`config.mk`:
```
export PLATFORM = sky130hd
export DESIGN_NAME = mode_reporter
export DESIGN_NICKNAME = d
export VERILOG_FILES = /design/src/rtl/arm_pkg.sv /design/src/rtl/uart_tx_byte.sv /design/src/rtl/mode_reporter.sv
export SDC_FILE = /design/constraint.sdc
export NUM_CORES = 1
export LEC_CHECK = 0
export ABC_AREA = 0
export CAP_MARGIN = 20
export CORE_MARGIN = 2
export CORE_UTILIZATION = 61
export DETAILED_ROUTE_END_ITERATION = 10
export DONT_BUFFER_PORTS = 1
export GPL_ROUTABILITY_DRIVEN = 0
export PLACE_DENSITY_LB_ADDON = 0.2
export SETUP_SLACK_MARGIN = 0.3
export SLEW_MARGIN = 10
export SYNTH_ARGS = -nofsm -noshare
export SYNTH_HDL_FRONTEND = slang
export SYNTH_SLANG_ARGS = --single-unit
```
`constraint.sdc`:
```
create_clock -name clk -period 2.2 [get_ports clk]
set_input_delay 0.66 -clock clk [delete_from_list [all_inputs] [get_ports clk]]
set_output_delay 0.66 -clock clk [all_outputs]
set_load 0.05 [all_outputs]
```
`src/rtl/arm_pkg.sv`:
```
// rtl/arm_pkg.sv - shared arm-controller mode encoding and ASCII report characters
package arm_pkg;

    typedef enum logic [1:0] {
        MODE_SELECT     = 2'b00,
        MODE_ULTRASONIC = 2'b01,
        MODE_KEYBOARD   = 2'b10,
        MODE_ANALOG     = 2'b11
    } mode_t;

    localparam logic [7:0] CHAR_M  = 8'h4D;
    localparam logic [7:0] CHAR_S  = 8'h53;
    localparam logic [7:0] CHAR_U  = 8'h55;
    localparam logic [7:0] CHAR_K  = 8'h4B;
    localparam logic [7:0] CHAR_A  = 8'h41;
    localparam logic [7:0] CHAR_CR = 8'h0D;
    localparam logic [7:0] CHAR_LF = 8'h0A;

    // Character that names a control mode in the serial status report.
    function automatic logic [7:0] mode_char(input mode_t mode);
        case (mode)
            MODE_SELECT:     mode_char = CHAR_S;
            MODE_ULTRASONIC: mode_char = CHAR_U;
            MODE_KEYBOARD:   mode_char = CHAR_K;
            default:         mode_char = CHAR_A;
        endcase
    endfunction

endpackage

```
`src/rtl/uart_tx_byte.sv`:
```
// rtl/uart_tx_byte.sv - 8N1 LSB-first UART byte serialiser
module uart_tx_byte #(
    parameter int CLKS_PER_BIT = 87
) (
    input  logic       clk,
    input  logic       reset,
    input  logic       start,
    input  logic [7:0] data,
    output logic       ready,
    output logic       done,
    output logic       tx
);

    localparam logic [9:0] LAST_CNT = 10'(CLKS_PER_BIT - 1);
    localparam logic [3:0] STOP_IDX = 4'd9;

    logic       active;
    logic [9:0] bit_cnt;
    logic [3:0] bit_idx;
    logic [7:0] data_q;
    logic       bit_end;
    logic       load;

    // done marks the final cycle of the stop bit; a start accepted then
    // begins the next start bit on the very next edge, leaving no idle gap.
    assign bit_end = active && (bit_cnt == LAST_CNT);
    assign done    = bit_end && (bit_idx == STOP_IDX);
    assign ready   = !active || done;
    assign load    = start && ready;

    // Bit timing and registered serial output; tx only moves at bit boundaries.
    always_ff @(posedge clk) begin
        if (reset) begin
            active  <= 1'b0;
            bit_cnt <= '0;
            bit_idx <= '0;
            data_q  <= '0;
            tx      <= 1'b1;
        end else if (load) begin
            active  <= 1'b1;
            bit_cnt <= '0;
            bit_idx <= '0;
            data_q  <= data;
            tx      <= 1'b0;
        end else if (bit_end) begin
            bit_cnt <= '0;
            if (bit_idx == STOP_IDX) begin
                active  <= 1'b0;
                bit_idx <= '0;
            end else begin
                bit_idx <= bit_idx + 4'd1;
                tx      <= (bit_idx == 4'd8) ? 1'b1 : data_q[bit_idx[2:0]];
            end
        end else if (active) begin
            bit_cnt <= bit_cnt + 10'd1;
        end
    end

endmodule

```
`src/rtl/mode_reporter.sv`:
```
// rtl/mode_reporter.sv - reports control-mode changes as "M<mode>\r\n" over UART
import arm_pkg::*;

module mode_reporter #(
    parameter int CLKS_PER_BIT = 87
) (
    input  logic       clk,
    input  logic       reset,
    input  logic [1:0] state,
    output logic       tx,
    output logic       busy
);

    localparam logic [0:0] ST_IDLE = 1'b0;
    localparam logic [0:0] ST_SEND = 1'b1;

    logic [0:0] fsm;
    logic [0:0] fsm_next;
    mode_t      last_sent;
    mode_t      snapshot;
    logic       sent_valid;
    logic [1:0] byte_idx;
    logic [1:0] idx_next;
    logic       need_msg;
    logic       launch;
    logic       start;
    logic       ready;
    logic       done;
    logic [7:0] tx_data;

    // The live mode is compared only when no message is in flight, so
    // intermediate modes seen mid-message collapse into at most one follow-up.
    assign need_msg = !sent_valid || (mode_t'(state) != last_sent);
    assign busy     = (fsm == ST_SEND);

    // Controller: launch a message, step through its bytes, chain a follow-up
    // straight off the last stop bit when the mode moved meanwhile.
    always_comb begin
        fsm_next = fsm;
        idx_next = byte_idx;
        launch   = 1'b0;
        start    = 1'b0;
        case (fsm)
            ST_IDLE: begin
                if (need_msg && ready) begin
                    launch   = 1'b1;
                    start    = 1'b1;
                    idx_next = 2'd0;
                    fsm_next = ST_SEND;
                end
            end
            ST_SEND: begin
                if (done) begin
                    if (byte_idx == 2'd3) begin
                        if (need_msg) begin
                            launch   = 1'b1;
                            start    = 1'b1;
                            idx_next = 2'd0;
                        end else begin
                            fsm_next = ST_IDLE;
                        end
                    end else begin
                        start    = 1'b1;
                        idx_next = byte_idx + 2'd1;
                    end
                end
            end
            default: fsm_next = ST_IDLE;
        endcase
    end

    // Byte mux for the byte being started; index 0 is constant so a fresh
    // launch does not depend on the snapshot being written at the same edge.
    always_comb begin
        case (idx_next)
            2'd0:    tx_data = CHAR_M;
            2'd1:    tx_data = mode_char(snapshot);
            2'd2:    tx_data = CHAR_CR;
            default: tx_data = CHAR_LF;
        endcase
    end

    // Controller state and the mode bookkeeping captured at message launch.
    always_ff @(posedge clk) begin
        if (reset) begin
            fsm        <= ST_IDLE;
            sent_valid <= 1'b0;
            last_sent  <= MODE_SELECT;
            snapshot   <= MODE_SELECT;
            byte_idx   <= 2'd0;
        end else begin
            fsm      <= fsm_next;
            byte_idx <= idx_next;
            if (launch) begin
                snapshot   <= mode_t'(state);
                last_sent  <= mode_t'(state);
                sent_valid <= 1'b1;
            end
        end
    end

    uart_tx_byte #(
        .CLKS_PER_BIT(CLKS_PER_BIT)
    ) u_uart_tx_byte (
        .clk   (clk),
        .reset (reset),
        .start (start),
        .data  (tx_data),
        .ready (ready),
        .done  (done),
        .tx    (tx)
    );

endmodule

```
==> impl_results.html, run 1 <==
<table>
<tr><th>Metric</th><th>Value</th></tr>
<tr><th colspan="2">Die</th></tr>
<tr><td>Core region area</td><td>2212 um^2</td></tr>
<tr><td>Chip height</td><td>52.44 um</td></tr>
<tr><td>Die width</td><td>52.44 um</td></tr>
<tr><td>Die Footprint</td><td>2750 um^2</td></tr>
<tr><td>Initial cell density of the core</td><td>64.71%</td></tr>
<tr><td>IO Pins</td><td>6</td></tr>
<tr><td>Placement row count</td><td>17</td></tr>
<tr><th colspan="2">Timing</th></tr>
<tr><td>Timing-limited maximum frequency</td><td>0.4749 GHz</td></tr>
<tr><td>Final number of max-transition violations</td><td>0</td></tr>
<tr><td>Shortest clock period the worst path allows after layout</td><td>2.106 ns</td></tr>
<tr><td>Unrepaired setup endpoints after global routing</td><td>true</td></tr>
<tr><td>Final clock skew</td><td>0.01272 ns</td></tr>
<tr><td>Actual transition at the worst max-transition pin</td><td>0.5024 ns</td></tr>
<tr><td>Fin Setup TNS</td><td>0 ns</td></tr>
<tr><td>Worst Slack Setup Final</td><td>0.09426 ns</td></tr>
<tr><td>Final hold vios</td><td>0</td></tr>
<tr><td>Fraction of the cycle the final worst path needs</td><td>95.72%</td></tr>
<tr><td>Final setup violating endpoints</td><td>0</td></tr>
<tr><td>Relative slew slack</td><td>66.46%</td></tr>
<tr><th colspan="2">Routing</th></tr>
<tr><td>Total Routed Length</td><td>3.204 mm</td></tr>
<tr><td>Remaining routing DRC violations</td><td>0</td></tr>
<tr><td>Number of nets still failing antenna checks after routing</td><td>0</td></tr>
<tr><td>Via count</td><td>1,254</td></tr>
<tr><td>First-pass DRT Iterations</td><td>4</td></tr>
<tr><td>Initial detailed-routing violation count</td><td>46</td></tr>
<tr><td>Avg Vias per Cell</td><td>6.302</td></tr>
<tr><td>Post-DR wirelength/cell</td><td>16.10 um</td></tr>
<tr><th colspan="2">Worst setup path</th></tr>
<tr><td>RR Endpoint</td><td>snapshot[0]$_SDFFE_PP0P_</td></tr>
<tr><td>Worst-case register-to-register setup slack</td><td>0.09 ns</td></tr>
<tr><td>Critical Path RT</td><td>2.47 ns</td></tr>
<tr><td>Reg2Reg Launch Point</td><td>u_uart_tx_byte.bit_cnt[0]$_SDFFE_PP0P_</td></tr>
<tr><td>Maximum single-stage delay on the critical path</td><td>0.52 ns</td></tr>
<tr><td>Worst Path Max Fanout</td><td>5</td></tr>
<tr><td>Worst path bufs/invs</td><td>1</td></tr>
<tr><td>Length in cells of the worst reg-to-reg path</td><td>7</td></tr>
<tr><td>Kind of end point of the critical path</td><td>flip-flop</td></tr>
<tr><td>Worst Setup Path Type</td><td>reg -&gt; reg</td></tr>
<tr><td>Cell-by-cell listing of the critical path</td><td>inv_2, ha_1, or4b_4, or3_4, o31ai_2, nand2_2, mux2i_1</td></tr>
<tr><td>Arrival time at the worst endpoint</td><td>2.37 ns</td></tr>
<tr><td>Critical path depth in cells</td><td>7</td></tr>
<tr><td>Library cell contributing the largest single delay on the critical path</td><td>sky130_fd_sc_hd__or4b_4</td></tr>
<tr><td>Cell type group with the largest total delay on the critical path</td><td>simple AND/OR/NAND/NOR gates</td></tr>
<tr><td>Setup crit start kind</td><td>flip-flop</td></tr>
<tr><th colspan="2">Finish</th></tr>
<tr><td>Number of inserted diodes</td><td>0</td></tr>
<tr><td>Area growth from synthesis to layout</td><td>16.00%</td></tr>
<tr><td>Layout cell share with drive strength beyond 1</td><td>24.56%</td></tr>
<tr><td>Final net count</td><td>179</td></tr>
<tr><th colspan="2">GRT</th></tr>
<tr><td>Tot GR Track Use</td><td>24.80%</td></tr>
<tr><td>Residual overflow from global routing</td><td>0</td></tr>
<tr><td>Number of global-route vias before repair</td><td>1,132</td></tr>
<tr><td>Antenna violations before repair</td><td>0</td></tr>
<tr><td>Largest net degree at the start of global routing</td><td>19</td></tr>
<tr><td>Wire length of the first global-routing pass</td><td>5.030 mm</td></tr>
<tr><th colspan="2">Pwr</th></tr>
<tr><td>Part of the total power dissipated in combinational logic</td><td>17.7%</td></tr>
<tr><td>Final Total Pwr</td><td>0.001010 W</td></tr>
<tr><td>Net switching fraction of the power</td><td>29.19%</td></tr>
<tr><td>Leakage power summed over all cells</td><td>0.6292 nW</td></tr>
<tr><td>Worst IR drop on VDD</td><td>482.6 uV</td></tr>
<tr><td>Total power divided by cell area</td><td>608.3 nW/um^2</td></tr>
<tr><td>Clock network power share</td><td>26.1%</td></tr>
<tr><td>NetSw</td><td>0.0002948 W</td></tr>
<tr><td>Internal Power</td><td>0.0007151 W</td></tr>
<tr><td>Flop pwr share</td><td>56.2%</td></tr>
<tr><th colspan="2">Hold path</th></tr>
<tr><td>Hold path startpoint</td><td>reset</td></tr>
<tr><td>Hold Crit Endpoint</td><td>u_uart_tx_byte.data_q[6]$_SDFFE_PP0P_</td></tr>
<tr><td>Worst hold path type</td><td>in -&gt; reg</td></tr>
<tr><td>Hold path cells</td><td>1</td></tr>
<tr><th colspan="2">Job</th></tr>
<tr><td>Max-capacitance violation count</td><td>0</td></tr>
<tr><th colspan="2">Yosys</th></tr>
<tr><td>Most used flip-flop cell after synthesis</td><td>sky130_fd_sc_hd__dfxtp_1</td></tr>
<tr><td>Area fraction of the dominant cell type after synthesis</td><td>39.16%</td></tr>
<tr><td>Yosys cell types</td><td>43</td></tr>
<tr><td>Cell type contributing the most total cell area after synthesis</td><td>sky130_fd_sc_hd__dfxtp_1</td></tr>
<tr><td>Most common cell in the synthesized netlist</td><td>sky130_fd_sc_hd__dfxtp_1</td></tr>
<tr><td>Synth Net Count</td><td>168</td></tr>
<tr><td>Leading post-synthesis cells by instance count</td><td>28 x sky130_fd_sc_hd__dfxtp_1, 15 x sky130_fd_sc_hd__nand2_1, 13 x sky130_fd_sc_hd__nor2_1</td></tr>
<tr><td>Register bit count reported by yosys</td><td>28</td></tr>
<tr><td>Synth area leaders</td><td>sky130_fd_sc_hd__dfxtp_1 39%, sky130_fd_sc_hd__xor2_1 5.5%, sky130_fd_sc_hd__nand2_1 3.9%, sky130_fd_sc_hd__nor2_1 3.4%, sky130_fd_sc_hd__mux2i_1 2.8%</td></tr>
<tr><td>Number of synthesized flops with an enable pin</td><td>0</td></tr>
<tr><td>Summed instance area of the synthesized netlist</td><td>1431 um^2</td></tr>
<tr><td>Number of standard cells after synthesis</td><td>161</td></tr>
<tr><td>Share of synthesized registers carrying an async set or reset</td><td>0%</td></tr>
<tr><td>Average size of a mapped cell</td><td>8.891 um^2</td></tr>
<tr><td>Post-synthesis sequential area ratio</td><td>39.16%</td></tr>
<tr><td>Count of warnings emitted by yosys</td><td>0</td></tr>
<tr><th colspan="2">Clock tree</th></tr>
<tr><td>TritonCTS clock tree</td><td>yes</td></tr>
<tr><td>Worst-Skew Late Latency</td><td>0.35 ns</td></tr>
<tr><td>Cell at the root of the clock tree</td><td>sky130_fd_sc_hd__clkbuf_4</td></tr>
<tr><td>Total CTS buffers</td><td>3</td></tr>
<tr><td>Max Root-Sink Buffers</td><td>2</td></tr>
<tr><td>Number of levels in the clock H-tree</td><td>1</td></tr>
<tr><td>Number of sinks driven by the clock tree</td><td>28</td></tr>
<tr><td>Clock transition at path regs</td><td>0.16 ns</td></tr>
<tr><th colspan="2">Placement</th></tr>
<tr><td>Worst slack, placed</td><td>0.1162 ns</td></tr>
<tr><td>DPL Wire Length</td><td>2.037 mm</td></tr>
<tr><td>I/O Buffers</td><td>0</td></tr>
<tr><th colspan="2">Outcome</th></tr>
<tr><td>Outcome</td><td>complete, no violations</td></tr>
</table>
sequential cells by signal, indices dropped and copies added, names as in the netlist:
name / count
byte_idx: 2
u_uart_tx_byte.tx: 1
snapshot: 2
u_uart_tx_byte.data_q: 6
u_uart_tx_byte.bit_cnt: 10
u_uart_tx_byte.bit_idx: 4
sent_valid: 1
u_uart_tx_byte.active: 1
busy: 1
logic make-up (layout without fill, tap and decap cells):
logic type | Yosys count | after routing | synth area share (%)
flip-flops | 28 | 28 | 39.16
XOR/XNOR | 13 | 13 | 7.955
adder cells (fa/ha/maj) | 3 | 3 | 2.623
multiplexers | 5 | 5 | 4.371
AO/OA/AOI/OAI | 34 | 34 | 15.73
buffers and inverters | 18 | 28 | 4.895
AND/OR/NAND/NOR | 60 | 60 | 25.26
final cells by class:
type                            count  area, um^2
Sequential cell                    28       561.8
Timing Repair Buffer               14       108.9
Fill cell                         167       551.8
Multi-Input combinational cell    115       880.8
Clock buffer                        4       36.28
Tap cell                           28       35.03
Inverter                           10       37.54
per-stage QoR:
stage          std cells  util [%]  hold WS [ns]  area, um^2
2_1_floorplan        161         -        0.4360        1444
3_3_place_gp         190     68.33        0.4410        1511
3_5_place_dp         190     68.33        0.4481        1511
4_1_cts              198     73.02        0.3645        1615
5_1_grt              199     75.06        0.3476        1660
6_report             199     75.06        0.3461        1660
power by group through the flow:
stage	registers, W	clock network, W	logic [W]
6_report	0.000567	0.000264	0.000179
3_3_place_gp	0.000575	0	0.000137
2_1_floorplan	0.000580	0	0.000111
5_1_grt	0.000571	0.000276	0.000195
4_1_cts	0.000565	0.000259	0.000158
3_5_place_dp	0.000577	0	0.000141
worst max-delay path by stage:
stage | startpoint | end | slack, ns
after floorplan | u_uart_tx_byte.bit_cnt[0]$_SDFFE_PP0P_ | snapshot[0]$_SDFFE_PP0P_ | 0.24
after global placement | u_uart_tx_byte.bit_cnt[0]$_SDFFE_PP0P_ | u_uart_tx_byte.data_q[3]$_SDFFE_PP0P_ | 0.17
after detailed placement | u_uart_tx_byte.bit_cnt[0]$_SDFFE_PP0P_ | u_uart_tx_byte.data_q[2]$_SDFFE_PP0P_ | 0.12
after CTS | u_uart_tx_byte.bit_cnt[0]$_SDFFE_PP0P_ | snapshot[0]$_SDFFE_PP0P_ | 0.15
after global routing | u_uart_tx_byte.bit_cnt[0]$_SDFFE_PP0P_ | snapshot[0]$_SDFFE_PP0P_ | -0.02
final | u_uart_tx_byte.bit_cnt[0]$_SDFFE_PP0P_ | snapshot[0]$_SDFFE_PP0P_ | 0.09
timing repair:
action	CTS	global route
setup endpoints to repair	23	18
gates cloned	0	0
hold buffers	0	0
pin swaps	2	2
gates resized for setup	8	9
setup buffers	4	1
layer usage:
metal	wire length, um	track usage [%]	vias up	share of wire, %
met5	0	0	-	0
met4	42	7.692	0	1.3
met3	199	3.143	5	6.2
met2	1538	41.67	40	48
met1	1423	33.03	608	44
li1	-	-	601	-
placed cells by master (no fill, tap or decap), types with 4 or more instances in the layout:
cell type                 instances
sky130_fd_sc_hd__xnor2_1          4
sky130_fd_sc_hd__o21ai_0          6
sky130_fd_sc_hd__dfxtp_1         27
sky130_fd_sc_hd__a21oi_1          4
sky130_fd_sc_hd__buf_4           13
sky130_fd_sc_hd__mux2i_1          4
sky130_fd_sc_hd__nor2_1          13
sky130_fd_sc_hd__xor2_1           9
sky130_fd_sc_hd__nand2_1         13
sky130_fd_sc_hd__inv_1            9
sky130_fd_sc_hd__nand3_1          5
No activity file was read; power rests on OpenSTA's default activity.
==> run 2, diff against run 1 <==
--- a/config.mk
+++ b/config.mk
@@ -8,7 +8,7 @@
 export ABC_AREA = 0
 export CAP_MARGIN = 20
 export CORE_MARGIN = 2
-export CORE_UTILIZATION = 61
+export CORE_UTILIZATION = 65
 export DETAILED_ROUTE_END_ITERATION = 10
 export DONT_BUFFER_PORTS = 1
 export GPL_ROUTABILITY_DRIVEN = 0
==> constraint.sdc (replaced) <==
create_clock -name clk -period 2.65 [get_ports clk]
set_input_delay 0.795 -clock clk [delete_from_list [all_inputs] [get_ports clk]]
set_output_delay 0.795 -clock clk [all_outputs]
set_load 0.05 [all_outputs]
==> impl_results.html, run 2 (synthesis results as in run 1) <==
<table>
<tr><th>Metric</th><th>Value</th></tr>
<tr><th colspan="2">Outcome</th></tr>
<tr><td>Outcome</td><td>complete, no violations (unchanged)</td></tr>
<tr><th colspan="2">Finish</th></tr>
<tr><td>Largest register FFs</td><td>10 (unchanged)</td></tr>
<tr><td>Most common cell after layout, fill and taps aside</td><td>sky130_fd_sc_hd__dfxtp_1 (unchanged)</td></tr>
<tr><td>Most flop-heavy register</td><td>u_uart_tx_byte.bit_cnt (unchanged)</td></tr>
<tr><td>Final net count</td><td>166 (was 179)</td></tr>
<tr><td>Area growth from synthesis to layout</td><td>5.944% (was 16.00%)</td></tr>
<tr><td>Layout cell share with drive strength beyond 1</td><td>12.03% (was 24.56%)</td></tr>
<tr><td>Number of inserted diodes</td><td>0 (unchanged)</td></tr>
<tr><td>Largest regs</td><td>u_uart_tx_byte.bit_cnt (10), u_uart_tx_byte.data_q (6), u_uart_tx_byte.bit_idx (4) (unchanged)</td></tr>
<tr><td>Commonest cells after routing, fill and taps aside</td><td>28 x sky130_fd_sc_hd__dfxtp_1, 15 x sky130_fd_sc_hd__nand2_1, 13 x sky130_fd_sc_hd__nor2_1 (was 27 x sky130_fd_sc_hd__dfxtp_1, 13 x sky130_fd_sc_hd__nand2_1, 13 x sky130_fd_sc_hd__nor2_1, 13 x sky130_fd_sc_hd__buf_4)</td></tr>
<tr><td>Layout Cell Area excl Fill</td><td>1516 um^2 (was 1660 um^2)</td></tr>
<tr><th colspan="2">Die</th></tr>
<tr><td>Initial cell density of the core</td><td>70.79% (was 64.71%)</td></tr>
<tr><td>IO Pins</td><td>6 (unchanged)</td></tr>
<tr><td>Core region area</td><td>2022 um^2 (was 2212 um^2)</td></tr>
<tr><td>Chip height</td><td>50.93 um (was 52.44 um)</td></tr>
<tr><td>Die width</td><td>50.93 um (was 52.44 um)</td></tr>
<tr><td>Die Footprint</td><td>2593 um^2 (was 2750 um^2)</td></tr>
<tr><td>Placement row count</td><td>16 (was 17)</td></tr>
<tr><th colspan="2">Clock tree</th></tr>
<tr><td>Max Root-Sink Buffers</td><td>2 (unchanged)</td></tr>
<tr><td>Hold buffer count at CTS</td><td>0 (unchanged)</td></tr>
<tr><td>Number of sinks driven by the clock tree</td><td>28 (unchanged)</td></tr>
<tr><td>Clock transition at path regs</td><td>0.15 ns (was 0.16 ns)</td></tr>
<tr><td>Worst-Skew Late Latency</td><td>0.33 ns (was 0.35 ns)</td></tr>
<tr><td>Post-CTS setup repair buffer count</td><td>0 (was 4)</td></tr>
<tr><td>TritonCTS clock tree</td><td>yes (unchanged)</td></tr>
<tr><td>Cell at the root of the clock tree</td><td>sky130_fd_sc_hd__clkbuf_4 (unchanged)</td></tr>
<tr><td>Total CTS buffers</td><td>3 (unchanged)</td></tr>
<tr><td>Number of levels in the clock H-tree</td><td>1 (unchanged)</td></tr>
<tr><th colspan="2">Placement</th></tr>
<tr><td>Placed Area</td><td>1440 um^2 (was 1511 um^2)</td></tr>
<tr><td>DPL Wire Length</td><td>1.996 mm (was 2.037 mm)</td></tr>
<tr><td>I/O Buffers</td><td>0 (unchanged)</td></tr>
<tr><th colspan="2">Timing</th></tr>
<tr><td>Relative slew slack</td><td>65.77% (was 66.46%)</td></tr>
<tr><td>Fraction of the cycle the final worst path needs</td><td>83.34% (was 95.72%)</td></tr>
<tr><td>Final number of max-transition violations</td><td>0 (unchanged)</td></tr>
<tr><td>Final hold vios</td><td>0 (unchanged)</td></tr>
<tr><td>Final setup violating endpoints</td><td>0 (unchanged)</td></tr>
<tr><td>Actual transition at the worst max-transition pin</td><td>0.5128 ns (was 0.5024 ns)</td></tr>
<tr><td>Final clock skew</td><td>0.01045 ns (was 0.01272 ns)</td></tr>
<tr><td>Timing-limited maximum frequency</td><td>0.4528 GHz (was 0.4749 GHz)</td></tr>
<tr><td>Shortest clock period the worst path allows after layout</td><td>2.209 ns (was 2.106 ns)</td></tr>
<tr><td>Unrepaired setup endpoints after global routing</td><td>false (was true)</td></tr>
<tr><td>Fin Setup TNS</td><td>0 ns (unchanged)</td></tr>
<tr><th colspan="2">Pwr</th></tr>
<tr><td>Leakage power summed over all cells</td><td>0.5584 nW (was 0.6292 nW)</td></tr>
<tr><td>Total power divided by cell area</td><td>530.0 nW/um^2 (was 608.3 nW/um^2)</td></tr>
<tr><td>Worst IR drop on VDD</td><td>535.5 uV (was 482.6 uV)</td></tr>
<tr><td>Final Total Pwr</td><td>0.0008038 W (was 0.001010 W)</td></tr>
<tr><th colspan="2">Worst setup path</th></tr>
<tr><td>Critical path startpoint</td><td>u_uart_tx_byte.bit_cnt[0]$_SDFFE_PP0P_ (unchanged)</td></tr>
<tr><td>Maximum single-stage delay on the critical path</td><td>0.51 ns (was 0.52 ns)</td></tr>
<tr><td>Reg2Reg Launch Point</td><td>u_uart_tx_byte.bit_cnt[0]$_SDFFE_PP0P_ (unchanged)</td></tr>
<tr><td>Worst Setup Path Type</td><td>reg -&gt; reg (unchanged)</td></tr>
<tr><td>Arrival time at the worst endpoint</td><td>2.48 ns (was 2.37 ns)</td></tr>
<tr><td>Worst Path Max Fanout</td><td>5 (unchanged)</td></tr>
<tr><td>Kind of end point of the critical path</td><td>flip-flop (unchanged)</td></tr>
<tr><td>Library cell contributing the largest single delay on the critical path</td><td>sky130_fd_sc_hd__or4b_4 (unchanged)</td></tr>
<tr><td>Setup crit start kind</td><td>flip-flop (unchanged)</td></tr>
<tr><td>Critical Path RT</td><td>2.92 ns (was 2.47 ns)</td></tr>
<tr><td>Cell-by-cell listing of the critical path</td><td>inv_1, ha_1, or4b_4, or3_4, o21ai_1, nand2_1, a21oi_1 (was inv_2, ha_1, or4b_4, or3_4, o31ai_2, nand2_2, mux2i_1)</td></tr>
<tr><th colspan="2">Routing</th></tr>
<tr><td>Number of nets still failing antenna checks after routing</td><td>0 (unchanged)</td></tr>
<tr><td>Total Routed Length</td><td>2.919 mm (was 3.204 mm)</td></tr>
<tr><td>Post-DR wirelength/cell</td><td>15.78 um (was 16.10 um)</td></tr>
<tr><td>Initial detailed-routing violation count</td><td>33 (was 46)</td></tr>
<tr><td>Remaining routing DRC violations</td><td>0 (unchanged)</td></tr>
<tr><td>First-pass DRT Iterations</td><td>4 (unchanged)</td></tr>
<tr><td>Avg Vias per Cell</td><td>6.341 (was 6.302)</td></tr>
<tr><td>Via count</td><td>1,173 (was 1,254)</td></tr>
<tr><th colspan="2">GRT</th></tr>
<tr><td>Residual overflow from global routing</td><td>0 (unchanged)</td></tr>
<tr><td>Tot GR Track Use</td><td>23.52% (was 24.80%)</td></tr>
<tr><td>Wire length of the first global-routing pass</td><td>4.719 mm (was 5.030 mm)</td></tr>
<tr><td>Largest net degree at the start of global routing</td><td>19 (unchanged)</td></tr>
<tr><td>Number of global-route vias before repair</td><td>1,085 (was 1,132)</td></tr>
<tr><td>Antenna violations before repair</td><td>0 (unchanged)</td></tr>
<tr><th colspan="2">Hold path</th></tr>
<tr><td>Hold path startpoint</td><td>reset (unchanged)</td></tr>
<tr><td>Worst hold path type</td><td>in -&gt; reg (unchanged)</td></tr>
<tr><th colspan="2">Job</th></tr>
<tr><td>Max-capacitance violation count</td><td>0 (unchanged)</td></tr>
</table>
[run 2: cell count changes in the layout (fill, tap and decap cells not counted), moves of 2 or more]
cell / previous run / this run
sky130_fd_sc_hd__buf_4: 13 / 1
sky130_fd_sc_hd__nand2_1: 13 / 15
sky130_fd_sc_hd__a31oi_1: 3 / 5
sky130_fd_sc_hd__a31oi_2: 2 / 0
sky130_fd_sc_hd__nand2_2: 2 / 0
[run 2: stage by stage]
step | std cells | hold WS (ns) | setup WS (ns) | utilization, %
after floorplan | 161 | 0.4360 | 0.6400 | -
after global placement | 181 | 0.4501 | 0.3711 | 71.23
after detailed placement | 181 | 0.4656 | 0.3058 | 71.23
after CTS | 185 | 0.4848 | 0.3020 | 73.02
after global routing | 185 | 0.4759 | 0.2591 | 75.00
final | 185 | 0.4960 | 0.4414 | 75.00
[run 2: final cells by class]
class                           instances  area [um^2]
Multi-Input combinational cell        115        840.8
Sequential cell                        28        560.5
Fill cell                             146        505.5
Inverter                               10        37.54
Clock buffer                            4        36.28
Tap cell                               27        33.78
Timing Repair Buffer                    1        7.507
[run 2: metal layers]
layer  share of wire, %  vias to the layer above  global-route usage (%)
li1                   -                      568                       -
met1                 42                      556                   28.57
met2                 51                       39                   41.77
met3                4.8                       10                   4.386
met4                2.5                        0                   7.207
met5                  0                        -                       0
[run 2: path summary, 6_finish.rpt]
path | to | slack (ns) | cells after the start
hold / removal | u_uart_tx_byte.data_q[1]$_SDFFE_PP0P_ | 0.50 | 1
setup reg to reg | sent_valid$_SDFFE_PP0P_ | 0.44 | 7
setup / recovery | sent_valid$_SDFFE_PP0P_ | 0.44 | 7
hold reg to reg | sent_valid$_SDFFE_PP0P_ | 0.52 | 2
[run 2: power by group]
part / internal (W) / switching, W
registers: 0.000444 / 0.0000337
clock network: 0.0000842 / 0.000127
logic: 0.0000470 / 0.0000679
[run 2: timing repair]
action	CTS	global route
hold endpoints to repair	0	0
setup endpoints to repair	0	5
gates resized for setup	0	6
[run 2: worst max-delay path: cells and delay by family (launching register included)]
kind                       cells  cell delay, ns
AOI/OAI and AO/OA              2            0.47
adders and majority gates      1            0.13
DFF                            1            0.38
buffers and inverters          1            0.07
and+or+nand+nor                3            1.10
==> run 3, diff against run 2 <==
--- a/config.mk
+++ b/config.mk
@@ -5,10 +5,10 @@
 export SDC_FILE = /design/constraint.sdc
 export NUM_CORES = 1
 export LEC_CHECK = 0
-export ABC_AREA = 0
+export ABC_AREA = 1
 export CAP_MARGIN = 20
 export CORE_MARGIN = 2
-export CORE_UTILIZATION = 65
+export CORE_UTILIZATION = 55
 export DETAILED_ROUTE_END_ITERATION = 10
 export DONT_BUFFER_PORTS = 1
 export GPL_ROUTABILITY_DRIVEN = 0
==> constraint.sdc (replaced) <==
create_clock -name clk -period 1.9 [get_ports clk]
set_input_delay 0.57 -clock clk [delete_from_list [all_inputs] [get_ports clk]]
set_output_delay 0.57 -clock clk [all_outputs]
set_load 0.05 [all_outputs]
==> impl_results.html, run 3 <==
<table>
<tr><th>Metric</th><th>Value</th></tr>
<tr><th colspan="2">Clock tree</th></tr>
<tr><td>TritonCTS clock tree</td><td>yes (unchanged)</td></tr>
<tr><td>Worst-Skew Late Latency</td><td>0.33 ns (about the same)</td></tr>
<tr><td>Cell at the root of the clock tree</td><td>sky130_fd_sc_hd__clkbuf_4 (unchanged)</td></tr>
<tr><td>Total CTS buffers</td><td>3 (unchanged)</td></tr>
<tr><td>Number of levels in the clock H-tree</td><td>1 (unchanged)</td></tr>
<tr><td>Number of sinks driven by the clock tree</td><td>28 (unchanged)</td></tr>
<tr><td>Hold buffer count at CTS</td><td>0 (unchanged)</td></tr>
<tr><td>Clock transition at path regs</td><td>0.15 ns (about the same)</td></tr>
<tr><td>Max Root-Sink Buffers</td><td>2 (unchanged)</td></tr>
<tr><th colspan="2">Worst setup path</th></tr>
<tr><td>Reg2Reg Launch Point</td><td>u_uart_tx_byte.bit_cnt[1]$_SDFFE_PP0P_ (was u_uart_tx_byte.bit_cnt[0]$_SDFFE_PP0P_)</td></tr>
<tr><td>Worst Path Max Fanout</td><td>4 (was 5)</td></tr>
<tr><td>Kind of end point of the critical path</td><td>flip-flop (unchanged)</td></tr>
<tr><td>Critical path startpoint</td><td>u_uart_tx_byte.bit_cnt[1]$_SDFFE_PP0P_ (was u_uart_tx_byte.bit_cnt[0]$_SDFFE_PP0P_)</td></tr>
<tr><td>Critical Path RT</td><td>2.15 ns (was 2.92 ns)</td></tr>
<tr><td>Setup crit start kind</td><td>flip-flop (unchanged)</td></tr>
<tr><td>Arrival time at the worst endpoint</td><td>1.93 ns (was 2.48 ns)</td></tr>
<tr><td>Worst Setup Path Type</td><td>reg -&gt; reg (unchanged)</td></tr>
<tr><th colspan="2">GRT</th></tr>
<tr><td>Largest net degree at the start of global routing</td><td>16 (was 19)</td></tr>
<tr><td>Number of global-route vias before repair</td><td>1,289 (was 1,085)</td></tr>
<tr><td>Tot GR Track Use</td><td>21.83% (was 23.52%)</td></tr>
<tr><td>Antenna violations before repair</td><td>0 (unchanged)</td></tr>
<tr><td>Residual overflow from global routing</td><td>0 (unchanged)</td></tr>
<tr><td>Wire length of the first global-routing pass</td><td>5.568 mm (was 4.719 mm)</td></tr>
<tr><th colspan="2">Finish</th></tr>
<tr><td>Largest regs</td><td>u_uart_tx_byte.bit_cnt (10), u_uart_tx_byte.data_q (6), u_uart_tx_byte.bit_idx (4) (unchanged)</td></tr>
<tr><td>Most flop-heavy register</td><td>u_uart_tx_byte.bit_cnt (unchanged)</td></tr>
<tr><td>Commonest cells after routing, fill and taps aside</td><td>36 x sky130_fd_sc_hd__nand2_1, 18 x sky130_fd_sc_hd__inv_1, 16 x sky130_fd_sc_hd__dfxtp_1 (was 28 x sky130_fd_sc_hd__dfxtp_1, 15 x sky130_fd_sc_hd__nand2_1, 13 x sky130_fd_sc_hd__nor2_1)</td></tr>
<tr><td>Number of inserted diodes</td><td>0 (unchanged)</td></tr>
<tr><td>Layout Cell Area excl Fill</td><td>1901 um^2 (was 1516 um^2)</td></tr>
<tr><td>Area growth from synthesis to layout</td><td>27.86% (was 5.944%)</td></tr>
<tr><td>Largest register FFs</td><td>10 (unchanged)</td></tr>
<tr><td>Most common cell after layout, fill and taps aside</td><td>sky130_fd_sc_hd__nand2_1 (was sky130_fd_sc_hd__dfxtp_1)</td></tr>
<tr><td>Layout cell share with drive strength beyond 1</td><td>44.29% (was 12.03%)</td></tr>
<tr><td>Utilization after layout</td><td>75.35% (was 75.00%)</td></tr>
<tr><td>Final net count</td><td>227 (was 166)</td></tr>
<tr><th colspan="2">Pwr</th></tr>
<tr><td>Worst IR drop on VDD</td><td>670.9 uV (was 535.5 uV)</td></tr>
<tr><td>Total power divided by cell area</td><td>731.4 nW/um^2 (was 530.0 nW/um^2)</td></tr>
<tr><td>Leakage power summed over all cells</td><td>0.7850 nW (was 0.5584 nW)</td></tr>
<tr><th colspan="2">Die</th></tr>
<tr><td>Initial cell density of the core</td><td>58.93% (was 70.79%)</td></tr>
<tr><td>Die Footprint</td><td>3134 um^2 (was 2593 um^2)</td></tr>
<tr><td>Core region area</td><td>2522 um^2 (was 2022 um^2)</td></tr>
<tr><td>Die width</td><td>55.99 um (was 50.93 um)</td></tr>
<tr><td>Chip height</td><td>55.99 um (was 50.93 um)</td></tr>
<tr><td>IO Pins</td><td>6 (unchanged)</td></tr>
<tr><td>Placement row count</td><td>18 (was 16)</td></tr>
<tr><th colspan="2">Yosys</th></tr>
<tr><td>Number of synthesized flops with an enable pin</td><td>0 (unchanged)</td></tr>
<tr><td>Leading post-synthesis cells by instance count</td><td>47 x sky130_fd_sc_hd__nand2_1, 28 x sky130_fd_sc_hd__dfxtp_1, 23 x sky130_fd_sc_hd__inv_1, 23 x sky130_fd_sc_hd__nor2_1, 12 x sky130_fd_sc_hd__nand3_1 (was 28 x sky130_fd_sc_hd__dfxtp_1, 15 x sky130_fd_sc_hd__nand2_1, 13 x sky130_fd_sc_hd__nor2_1)</td></tr>
<tr><td>XOR/XNOR share of the synthesized area</td><td>4.714% (was 7.955%)</td></tr>
<tr><td>Most common cell in the synthesized netlist</td><td>sky130_fd_sc_hd__nand2_1 (was sky130_fd_sc_hd__dfxtp_1)</td></tr>
<tr><td>Most used flip-flop cell after synthesis</td><td>sky130_fd_sc_hd__dfxtp_1 (unchanged)</td></tr>
<tr><td>Area fraction of the dominant cell type after synthesis</td><td>37.71% (was 39.16%)</td></tr>
<tr><td>Count of warnings emitted by yosys</td><td>0 (unchanged)</td></tr>
<tr><td>Synthesized-area fraction occupied by ao, oa, aoi and oai cells</td><td>9.933% (was 15.73%)</td></tr>
<tr><td>Adder-cell area share of the yosys netlist</td><td>2.525% (was 2.622%)</td></tr>
<tr><td>Multiplexer share of the synthesized area</td><td>0% (was 4.371%)</td></tr>
<tr><td>Cell type contributing the most total cell area after synthesis</td><td>sky130_fd_sc_hd__dfxtp_1 (unchanged)</td></tr>
<tr><td>Register bit count reported by yosys</td><td>28 (unchanged)</td></tr>
<tr><td>Average size of a mapped cell</td><td>7.395 um^2 (was 8.891 um^2)</td></tr>
<tr><td>Post-synthesis sequential area ratio</td><td>37.71% (was 39.16%)</td></tr>
<tr><td>Synth Net Count</td><td>208 (was 168)</td></tr>
<tr><td>Synth area leaders</td><td>sky130_fd_sc_hd__dfxtp_1 38%, sky130_fd_sc_hd__nand2_1 12%, sky130_fd_sc_hd__inv_1 5.8%, sky130_fd_sc_hd__nor2_1 5.8%, sky130_fd_sc_hd__nand3_1 4.0% (was sky130_fd_sc_hd__dfxtp_1 39%, sky130_fd_sc_hd__xor2_1 5.5%, sky130_fd_sc_hd__nand2_1 3.9%, sky130_fd_sc_hd__nor2_1 3.4%, sky130_fd_sc_hd__mux2i_1 2.8%)</td></tr>
<tr><td>Yosys cell types</td><td>29 (was 43)</td></tr>
<tr><td>Fraction of the mapped netlist area in simple logic gates</td><td>37.29% (was 25.26%)</td></tr>
<tr><td>Summed instance area of the synthesized netlist</td><td>1486 um^2 (was 1431 um^2)</td></tr>
<tr><td>Share of synthesized registers carrying an async set or reset</td><td>0% (unchanged)</td></tr>
<tr><td>Number of standard cells after synthesis</td><td>201 (was 161)</td></tr>
<tr><td>Largest family of logic cells by synthesized area</td><td>simple AND/OR/NAND/NOR gates (unchanged)</td></tr>
<tr><th colspan="2">Timing</th></tr>
<tr><td>Shortest clock period the worst path allows after layout</td><td>1.685 ns (was 2.209 ns)</td></tr>
<tr><td>Fin Setup TNS</td><td>0 ns (unchanged)</td></tr>
<tr><td>Timing-limited maximum frequency</td><td>0.5935 GHz (was 0.4528 GHz)</td></tr>
<tr><td>Unrepaired setup endpoints after global routing</td><td>true (was false)</td></tr>
<tr><td>Actual transition at the worst max-transition pin</td><td>0.4865 ns (was 0.5128 ns)</td></tr>
<tr><td>Final clock skew</td><td>0.01602 ns (was 0.01045 ns)</td></tr>
<tr><td>Fraction of the cycle the final worst path needs</td><td>88.68% (was 83.34%)</td></tr>
<tr><td>Final setup violating endpoints</td><td>0 (unchanged)</td></tr>
<tr><td>Worst Slack Setup Final</td><td>0.2152 ns (was 0.4414 ns)</td></tr>
<tr><td>Relative slew slack</td><td>67.53% (was 65.77%)</td></tr>
<tr><td>Final number of max-transition violations</td><td>0 (unchanged)</td></tr>
<tr><td>Final hold vios</td><td>0 (unchanged)</td></tr>
<tr><td>Worst slack on hold paths</td><td>0.2644 ns (was 0.4960 ns)</td></tr>
<tr><th colspan="2">Job</th></tr>
<tr><td>Max-capacitance violation count</td><td>0 (unchanged)</td></tr>
<tr><th colspan="2">Hold path</th></tr>
<tr><td>Hold path startpoint</td><td>reset (unchanged)</td></tr>
<tr><td>Worst hold path type</td><td>in -&gt; reg (unchanged)</td></tr>
<tr><th colspan="2">Routing</th></tr>
<tr><td>WL met3</td><td>153 um (was 140 um)</td></tr>
<tr><td>Via count</td><td>1,395 (was 1,173)</td></tr>
<tr><td>First-pass DRT Iterations</td><td>4 (unchanged)</td></tr>
<tr><td>Remaining routing DRC violations</td><td>0 (unchanged)</td></tr>
<tr><td>Avg Vias per Cell</td><td>5.602 (was 6.341)</td></tr>
<tr><td>Met1 wire length</td><td>1.513 mm (was 1.213 mm)</td></tr>
<tr><td>Post-DR wirelength/cell</td><td>13.76 um (was 15.78 um)</td></tr>
<tr><td>Initial detailed-routing violation count</td><td>65 (was 33)</td></tr>
<tr><td>Top routing layer in use</td><td>met4 (unchanged)</td></tr>
<tr><td>Total met2 wirelength after detailed routing</td><td>1.725 mm (was 1.491 mm)</td></tr>
<tr><td>Number of nets still failing antenna checks after routing</td><td>0 (unchanged)</td></tr>
<tr><td>Total Routed Length</td><td>3.425 mm (was 2.919 mm)</td></tr>
<tr><th colspan="2">Placement</th></tr>
<tr><td>Placed Area</td><td>1531 um^2 (was 1440 um^2)</td></tr>
<tr><td>I/O Buffers</td><td>0 (unchanged)</td></tr>
<tr><td>DPL Wire Length</td><td>2.261 mm (was 1.996 mm)</td></tr>
<tr><td>Worst slack, placed</td><td>0.1518 ns (was 0.3058 ns)</td></tr>
<tr><th colspan="2">Outcome</th></tr>
<tr><td>Outcome</td><td>complete, no violations (unchanged)</td></tr>
</table>
## run 3: cell types whose count changed in the layout (fill, tap and decap cells not counted), sizes merged, moves of 4 or more
cell / before / now
a21oi: 5 / 11
nand3: 5 / 18
xor2: 9 / 3
inv: 10 / 26
nand2: 15 / 55
buf: 1 / 14
a31oi: 5 / 0
nor2: 13 / 27
nor4: 4 / 0
mux2i: 4 / 0
## run 3: per-stage QoR
step,cells,total power (W)
finish,249,0.001390
CTS,244,0.001299
floorplan,201,0.0009092
global placement,232,0.0009578
detailed placement,232,0.0009655
global route,249,0.001473
## run 3: cell families (layout without fill, tap and decap cells)
| kind of cell | count (synthesis) | after routing |
|---|---|---|
| simple gates | 107 | 108 |
| flops | 28 | 28 |
| buf+inv | 28 | 45 |
| compound gates | 27 | 27 |
| xor+xnor | 8 | 8 |
| fa+ha+maj | 3 | 3 |
## run 3: power by group
part	switching, W	internal [W]	total, W
sequential	0.0000548	0.000638	0.000693
combinational	0.000244	0.000165	0.000409
clock	0.000171	0.000117	0.000288
## run 3: final timing paths
path                                                              end  slack (ns)  depth (start not counted)
worst max-delay path                         snapshot[0]$_SDFFE_PP0P_        0.22                         10
worst min-delay path                         snapshot[0]$_SDFFE_PP0P_        0.26                          1
worst max register to register               snapshot[0]$_SDFFE_PP0P_        0.22                         10
worst min register to register  u_uart_tx_byte.data_q[2]$_SDFFE_PP0P_        0.47                          2
## run 3: final cells by class
| type | count | area (um^2) |
|---|---|---|
| tap | 30 | 37.54 |
| fill | 172 | 621.8 |
| multi-input combinational | 146 | 1025 |
| timing repair buffer | 14 | 108.9 |
| clock buffer | 4 | 36.28 |
| sequential | 28 | 583.1 |
| inverter | 27 | 110.1 |
## run 3: timing repair
item / CTS / global route
setup buffers: 8 / 4
gates cloned: 0 / 1
setup endpoints to repair: 22 / 28
endpoints found under the hold margin: 0 / 0
pin swaps: 8 / 13
gates resized for setup: 16 / 58
## run 3: metal layers
| metal | vias up | global-route usage, % |
|---|---|---|
| met5 | - | 0 |
| met4 | 0 | 5.442 |
| met3 | 4 | 3.256 |
| met2 | 43 | 35.80 |
| met1 | 665 | 30.17 |
| li1 | 683 | - |
## run 3: critical path: stages (launching register included)
cell	delay (ns)
sky130_fd_sc_hd__dfxtp_4	0.40
sky130_fd_sc_hd__ha_4	0.13
sky130_fd_sc_hd__nand2_2	0.05
sky130_fd_sc_hd__inv_2	0.07
sky130_fd_sc_hd__nand2_4	0.07
sky130_fd_sc_hd__nor3_4	0.25
sky130_fd_sc_hd__buf_4	0.16
sky130_fd_sc_hd__nand4_1	0.16
sky130_fd_sc_hd__buf_4	0.20
sky130_fd_sc_hd__nand3_1	0.08
sky130_fd_sc_hd__a21oi_2	0.06
